===== src/rtl/pn_spreader.sv =====
// pn_spreader
// -----------------------------------------------------------------------------
// Direct-sequence spreading transmitter. A Fibonacci LFSR produces a
// free-running maximal-length PN chip stream (period P = 2^LFSR_WIDTH - 1
// chips, each chip lasting CHIP_DIV clocks). One data bit per full code
// period is XORed onto the chip stream to form the spread signal. An epoch
// strobe marks the first clock of chip 0 of every period, so a downstream
// chip correlator can use it as its dump/restart.
//
// Ports:
//   clk         system clock, everything on the rising edge
//   rst         synchronous reset, active-high
//   data        data bit to spread
//   data_valid  data holds a bit to transmit
//   data_ready  one-entry holding register is empty (transfer on valid&&ready)
//   code        current PN chip (lfsr[0])
//   sig         spread output: cur_bit ^ code while transmitting, else 0
//   epoch       one-clock pulse in the first clock of chip 0 of each period
//   tx_active   current period carries a data bit
//   underrun    one-clock pulse: period boundary while active with no bit held
// -----------------------------------------------------------------------------
module pn_spreader #(
  parameter int                    LFSR_WIDTH = 7,
  parameter logic [LFSR_WIDTH-1:0] TAPS       = 7'h03,
  parameter logic [LFSR_WIDTH-1:0] SEED       = 7'h01,
  parameter int                    CHIP_DIV   = 4
) (
  input  logic clk,
  input  logic rst,
  input  logic data,
  input  logic data_valid,
  output logic data_ready,
  output logic code,
  output logic sig,
  output logic epoch,
  output logic tx_active,
  output logic underrun
);

  localparam int DIV_W = (CHIP_DIV > 1) ? $clog2(CHIP_DIV) : 1;
  localparam logic [DIV_W-1:0] DIV_LAST = DIV_W'(CHIP_DIV - 1);
  // Last chip index of a period: P-1 = 2^W - 2, i.e. all ones except bit 0.
  localparam logic [LFSR_WIDTH-1:0] IDX_LAST = {{(LFSR_WIDTH-1){1'b1}}, 1'b0};

  // The only "FSM" here: a period is either idle or carries one data bit.
  typedef enum logic {
    IDLE = 1'b0,
    SEND = 1'b1
  } state_t;

  state_t                  state, state_next;
  logic [DIV_W-1:0]        div_q, div_next;
  logic [LFSR_WIDTH-1:0]   chip_idx, idx_next;
  logic [LFSR_WIDTH-1:0]   lfsr, lfsr_next;
  logic                    hold_full, hold_full_next;
  logic                    hold_bit, hold_bit_next;
  logic                    cur_bit, cur_bit_next;
  logic                    epoch_q, epoch_next;
  logic                    underrun_q, underrun_next;
  logic                    sig_q, sig_next;

  logic chip_tick;
  logic period_end;
  logic accept;
  logic fb;

  assign chip_tick  = (div_q == DIV_LAST);
  assign period_end = chip_tick && (chip_idx == IDX_LAST);
  assign accept     = data_valid && !hold_full;
  assign fb         = ^(lfsr & TAPS);

  assign data_ready = !hold_full;
  assign code       = lfsr[0];
  assign sig        = sig_q;
  assign epoch      = epoch_q;
  assign tx_active  = (state == SEND);
  assign underrun   = underrun_q;

  // Next-state logic for the chip timer, the LFSR, the idle/send state and
  // the holding register. At a period end the LFSR is reloaded with SEED and
  // the held bit (if any) becomes the bit for the new period, all on the same
  // edge, so the spread output lines up exactly with chip 0.
  // sig is computed from the *next* register values and stored, so the pin
  // comes straight from a flop and never glitches.
  always_comb begin
    state_next     = state;
    div_next       = div_q + DIV_W'(1);
    idx_next       = chip_idx;
    lfsr_next      = lfsr;
    hold_full_next = hold_full;
    hold_bit_next  = hold_bit;
    cur_bit_next   = cur_bit;
    epoch_next     = 1'b0;
    underrun_next  = 1'b0;

    if (chip_tick) begin
      div_next = '0;
      if (period_end) begin
        idx_next   = '0;
        lfsr_next  = SEED;
        epoch_next = 1'b1;
        if (hold_full) begin
          state_next     = SEND;
          cur_bit_next   = hold_bit;
          hold_full_next = 1'b0;
        end else begin
          state_next    = IDLE;
          underrun_next = (state == SEND);
        end
      end else begin
        idx_next  = chip_idx + LFSR_WIDTH'(1);
        lfsr_next = {fb, lfsr[LFSR_WIDTH-1:1]};
      end
    end

    // A new bit accepted in the same cycle as a boundary load is stored after
    // the old entry was consumed, so nothing is lost.
    if (accept) begin
      hold_full_next = 1'b1;
      hold_bit_next  = data;
    end

    sig_next = (state_next == SEND) && (cur_bit_next ^ lfsr_next[0]);
  end

  // State register. Reset discards both the held and the current bit and
  // restarts the code from chip 0.
  always_ff @(posedge clk) begin
    if (rst) begin
      state      <= IDLE;
      div_q      <= '0;
      chip_idx   <= '0;
      lfsr       <= SEED;
      hold_full  <= 1'b0;
      hold_bit   <= 1'b0;
      cur_bit    <= 1'b0;
      epoch_q    <= 1'b0;
      underrun_q <= 1'b0;
      sig_q      <= 1'b0;
    end else begin
      state      <= state_next;
      div_q      <= div_next;
      chip_idx   <= idx_next;
      lfsr       <= lfsr_next;
      hold_full  <= hold_full_next;
      hold_bit   <= hold_bit_next;
      cur_bit    <= cur_bit_next;
      epoch_q    <= epoch_next;
      underrun_q <= underrun_next;
      sig_q      <= sig_next;
    end
  end

endmodule


===== config.mk =====
export PLATFORM = sky130hd
export DESIGN_NAME = pn_spreader
export DESIGN_NICKNAME = d
export VERILOG_FILES = /design/src/rtl/pn_spreader.sv
export SDC_FILE = /design/constraint.sdc
export NUM_CORES = 1
export LEC_CHECK = 0
export CAP_MARGIN = 15
export CORE_UTILIZATION = 55
export CTS_BUF_LIST = sky130_fd_sc_hd__clkbuf_8
export CTS_CLUSTER_DIAMETER = 80
export DETAILED_ROUTE_END_ITERATION = 12
export PLACE_DENSITY = 0.77
export SLEW_MARGIN = 20
export SYNTH_ARGS = -nofsm -noshare
export SYNTH_HDL_FRONTEND = slang
export SYNTH_SLANG_ARGS = --single-unit

===== constraint.sdc =====
create_clock -name clk -period 2.1 [get_ports clk]
set_input_delay 0.42 -clock clk [delete_from_list [all_inputs] [get_ports clk]]
set_output_delay 0.42 -clock clk [all_outputs]
set_load 0.01 [all_outputs]

### Yosys cells after proc, flatten, opt, wreduce, memory -nomap -nowiden

Index checks and enable logic that the tools add are counted.
Widths: inputs -> output; s select.

| word-level totals | value |
|---|---|
| flip-flop bits (word level) | 23 |
| bits in latches | 0 |
| bits in writable memories | 0 |
| bits in read-only memories | 0 |
| memories | 0 |

| cells by class | value |
|---|---|
| add/subtract/negate cells | 2 |
| multipliers | 0 |
| divide/modulo/power cells | 0 |
| magnitude comparators | 0 |
| equal/unequal tests | 2 |
| shift operators | 0 |
| muxes and demuxes | 13 |
| bitwise gates (word level) | 3 |
| reductions and logical operators | 11 |

Operators by type and width:

| cell | number |
|---|---|
| $mux 7 | 2 |
| $mux 1 | 11 |
| $add 7x1->7 const B | 1 |
| $eq 7x7->1 const B | 1 |
| $reduce_xor 7->1 | 1 |
| $reduce_bool 2->1 | 2 |
| $reduce_or 2->1 | 2 |
| $reduce_or 4->1 | 1 |
| $logic_and 1x1->1 | 3 |
| $add 2x1->2 const B | 1 |
| $eq 2x2->1 const B | 1 |
| $not 1->1 | 2 |
| $reduce_and 2->1 | 1 |
| $logic_not 1->1 | 1 |
| $xor 1x1->1 | 1 |

### Longest topological paths before layout

| logic depth | value |
|---|---|
| depth in word-level cells | 6 |
| depth in mapped cells | 6 |

### Least setup slack after synthesis

No wires, ideal clock.

| timing | value |
|---|---|
| path type | register -> register |
| start point | register chip_idx[0] |
| end point | register lfsr[0] |
| setup time | 0.127 ns |
| arrival time | 1.191 ns |
| required time | 1.973 ns |
| slack | 0.782 ns |
| stages on the path, launching flop included | 6 |
| path buffers | 0 |
| clock period less this slack | 1.318 ns |
| cells stage by stage | dfxtp_1 inv_1 ha_1 nand4_4 nor2_1 or3b_1 |

| between the ends | value |
|---|---|
| word-level cells in the longest chain between the ends | 4 |

RTL lines:

| what | line | RTL |
|---|---|---|
| start: declaration | 53 | `logic [LFSR_WIDTH-1:0] chip_idx, idx_next;` |
| start signal: assignment | 143 | `chip_idx <= idx_next;` |
| $eq 7x7->1 | 68 | `assign period_end = chip_tick && (chip_idx == IDX_LAST);` |
| $logic_and 1x1->1 | 68 |  |
| $mux 7 | 98 | `if (period_end) begin` |
| $mux 1 | 96 | `if (chip_tick) begin` |
| end signal: assignment | 144 | `lfsr <= lfsr_next;` |
| end: declaration | 54 | `logic [LFSR_WIDTH-1:0] lfsr, lfsr_next;` |

Every way passes these cells.
A chain may end at the register's enable or synchronous reset.

### Worst setup path after layout

| timing | value |
|---|---|
| start point | register hold_full |
| end point | output port data_ready |

| between the ends | value |
|---|---|
| word-level cells in the longest chain between the ends | 1 |

RTL lines:

| what | line | RTL |
|---|---|---|
| start: declaration | 55 | `logic hold_full, hold_full_next;` |
| start signal: assignment | 145 | `hold_full <= hold_full_next;` |
| $logic_not 1->1 | 72 | `assign data_ready = !hold_full;` |
| end: declaration | 32 | `output logic data_ready,` |

Every way passes these cells.

==> metrics.yaml <==
wl_um: 2050
core_area_um2: 1750
synth.avg_cell_area_um2: 9.49
place_congestion: 0.745
p_leak_nw: 0.430
start_util_pct: 59.3
required_ps: 1680
path_cells: "inv_1 -> clkdlybuf4s50_1"
critPathKind: "flop to output pin"
crit-reg2reg-launch: "div_q[0]"
worstSkewPairLatency_ps: 260
die_w_um: 45.4
clock-root-buffer: "clkbuf_8"
skew_ps: 1.21
drtPass1Iterations: 4
ir_drop_mv: 0.473
fin_tns_setup_ps: 0
power_density_nw_per_um2: 680
postRouteAntennaNets: 0
crit_start: "hold_full"
synth.distinct_cells: 34
rsz0062_at_grt: "false"
vias: 812
nNetsFinal: 126
syn_area_um2: 1030
cp_max_fo: 7
hpwl_um: 1470
n_antenna_cell: 0
finalCritPeriodShare_pct: 83.0
start_kind: "flop"
worstHoldPathType: "flop to flop"
final_common_cell: "dfxtp_1"
cts_setup_buffers: 0
slew_headroom_pct: 69.3
cp_num_buf_inv: 2
antenna_found_initial: 0
synthArstFlopShare_pct: 0
areaGrowthSynthToFinish_pct: 14.0
final_cell_mix: "dfxtp_1, a21oi_1, nand2b_1, clkdlybuf4s50_1, o211ai_1"
ys_ff_latch: 23
worst_path_largest_cell_delay_ps: 550
setup_viol: 0
grtUsageTotal_pct: 24.1
cts_tree: "yes"
port-buffer-count: 9
drc: 0
clock_tree.buffer_depth: 2
maxCapViolCount: 0
maxSlewViolCount: 0
worstHoldStart: "div_q[0]"
overflow: 0
drt_iter0_drc: 17
htree_num_levels: 1
synth_warnings: 0
ys.flop_type: "dfxtp_1"
via_per_inst: 5.68
avgRoutedWirePerCell_um: 14.3
cts_sinks: 23
grt_max_degree: 21
tightest_slew_ps: 459
die_h_um: 45.4
ys_seq_area_share_pct: 44.5
clk_pin_slew_ps: 80
critPathTopFamily: "buffers and inverters"
place_ws_ps: 455
row_count: 15
grt_pass1_wl_um: 3460
synthCells: 109
period_needed_ps: 1740
utilization_pct: 67.6
first_global_vias: 776
endpoint_kind: "output pin"
worstPathArrival_ps: 1320
numCtsBuffers: 3
cts_hold_buf: 0
final_hold_viol_count: 0
drive_gt1_share_pct: 9.32
synth_edf_count: 0
timing.fmax_mhz: 574
synthesis.nets: 116
ios: 10
dieArea_um2: 2060
fin_ws_ps: 357
cp_slowest_cell: "clkdlybuf4s50_1"
postCtsResizedCells: 0
hold-worst-slack_ps: 435
outcome: "complete, no violations"
final timing paths:
path / to / slack (ps) / depth (start not counted)
hold reg to reg: div_q[0] / 440 / 1
hold / removal: div_q[0] / 440 / 1
setup / recovery: data_ready / 360 / 2
setup reg to reg: lfsr[0] / 450 / 4
stage by stage:
| step | cells | instance area [um^2] | total power, mW |
|---|---|---|---|
| 3_3_place_gp | 139 | 1130 | 0.539 |
| 3_5_place_dp | 139 | 1130 | 0.545 |
| 4_1_cts | 143 | 1180 | 0.807 |
| 2_1_floorplan | 109 | 1030 | 0.521 |
| 5_1_grt | 143 | 1180 | 0.841 |
| 6_report | 143 | 1180 | 0.802 |
synth_stat cells (all sizes together) (4+ instances only):
cell / n / area share, %
a21oi: 11 / 5.3
buf: 5 / 3.5
dfxtp: 23 / 44
inv: 4 / 1.5
nand2: 4 / 1.5
nand2b: 9 / 5.4
nand3: 5 / 2.4
nor3: 4 / 2.4
o211ai: 8 / 5.8
xor2: 4 / 3.4
sequential cells by signal, indices dropped and copies added, names as in the netlist:
name and cells:
chip_idx 7, lfsr 7, div_q 2, cur_bit 1
epoch 1, hold_bit 1, hold_full 1, sig 1
tx_active 1, underrun 1
area by class of cell:
cell class	instances	area (um^2)
repair buffers	12	113
flip-flops and latches	23	460
clock buffers	3	41.3
inverters	4	15.0
well taps	25	31.3
clock inverters	1	3.75
multi-input cells	75	515
fillers	154	566
logic make-up after synthesis:
group | share of synthesized area, %
xor gates and xnor gates | 3.39
AOI/OAI and AO/OA | 16.4
and+or+nand+nor | 24.4
buffers and inverters | 5.68
DFF | 44.5
muxes | 1.93
adders and majority gates | 3.63
worst register-to-register path, delay by kind of cell (launching register included):
family                     cells  cell delay (ps)
adders and majority gates      1              300
buffers and inverters          1              270
DFF                            1              340
muxes                          1              270
and+or+nand+nor                1              360
per-layer routing:
layer | track usage, % | routed length [um] | vias up | part of all wire (%)
li1 | - | - | 410 | -
met1 | 32.1 | 998 | 377 | 49
met2 | 36.8 | 918 | 16 | 45
met3 | 2.38 | 47 | 9 | 2.3
met4 | 16.4 | 85 | 0 | 4.1
met5 | 0 | 0 | - | 0
power breakdown:
group          internal [mW]  switching (mW)  leakage, nW  total, mW
registers              0.451          0.0151        0.187      0.466
logic                 0.0342          0.0335        0.217     0.0677
clock network          0.131           0.138       0.0269      0.268
No activity file was read; power rests on OpenSTA's default activity.
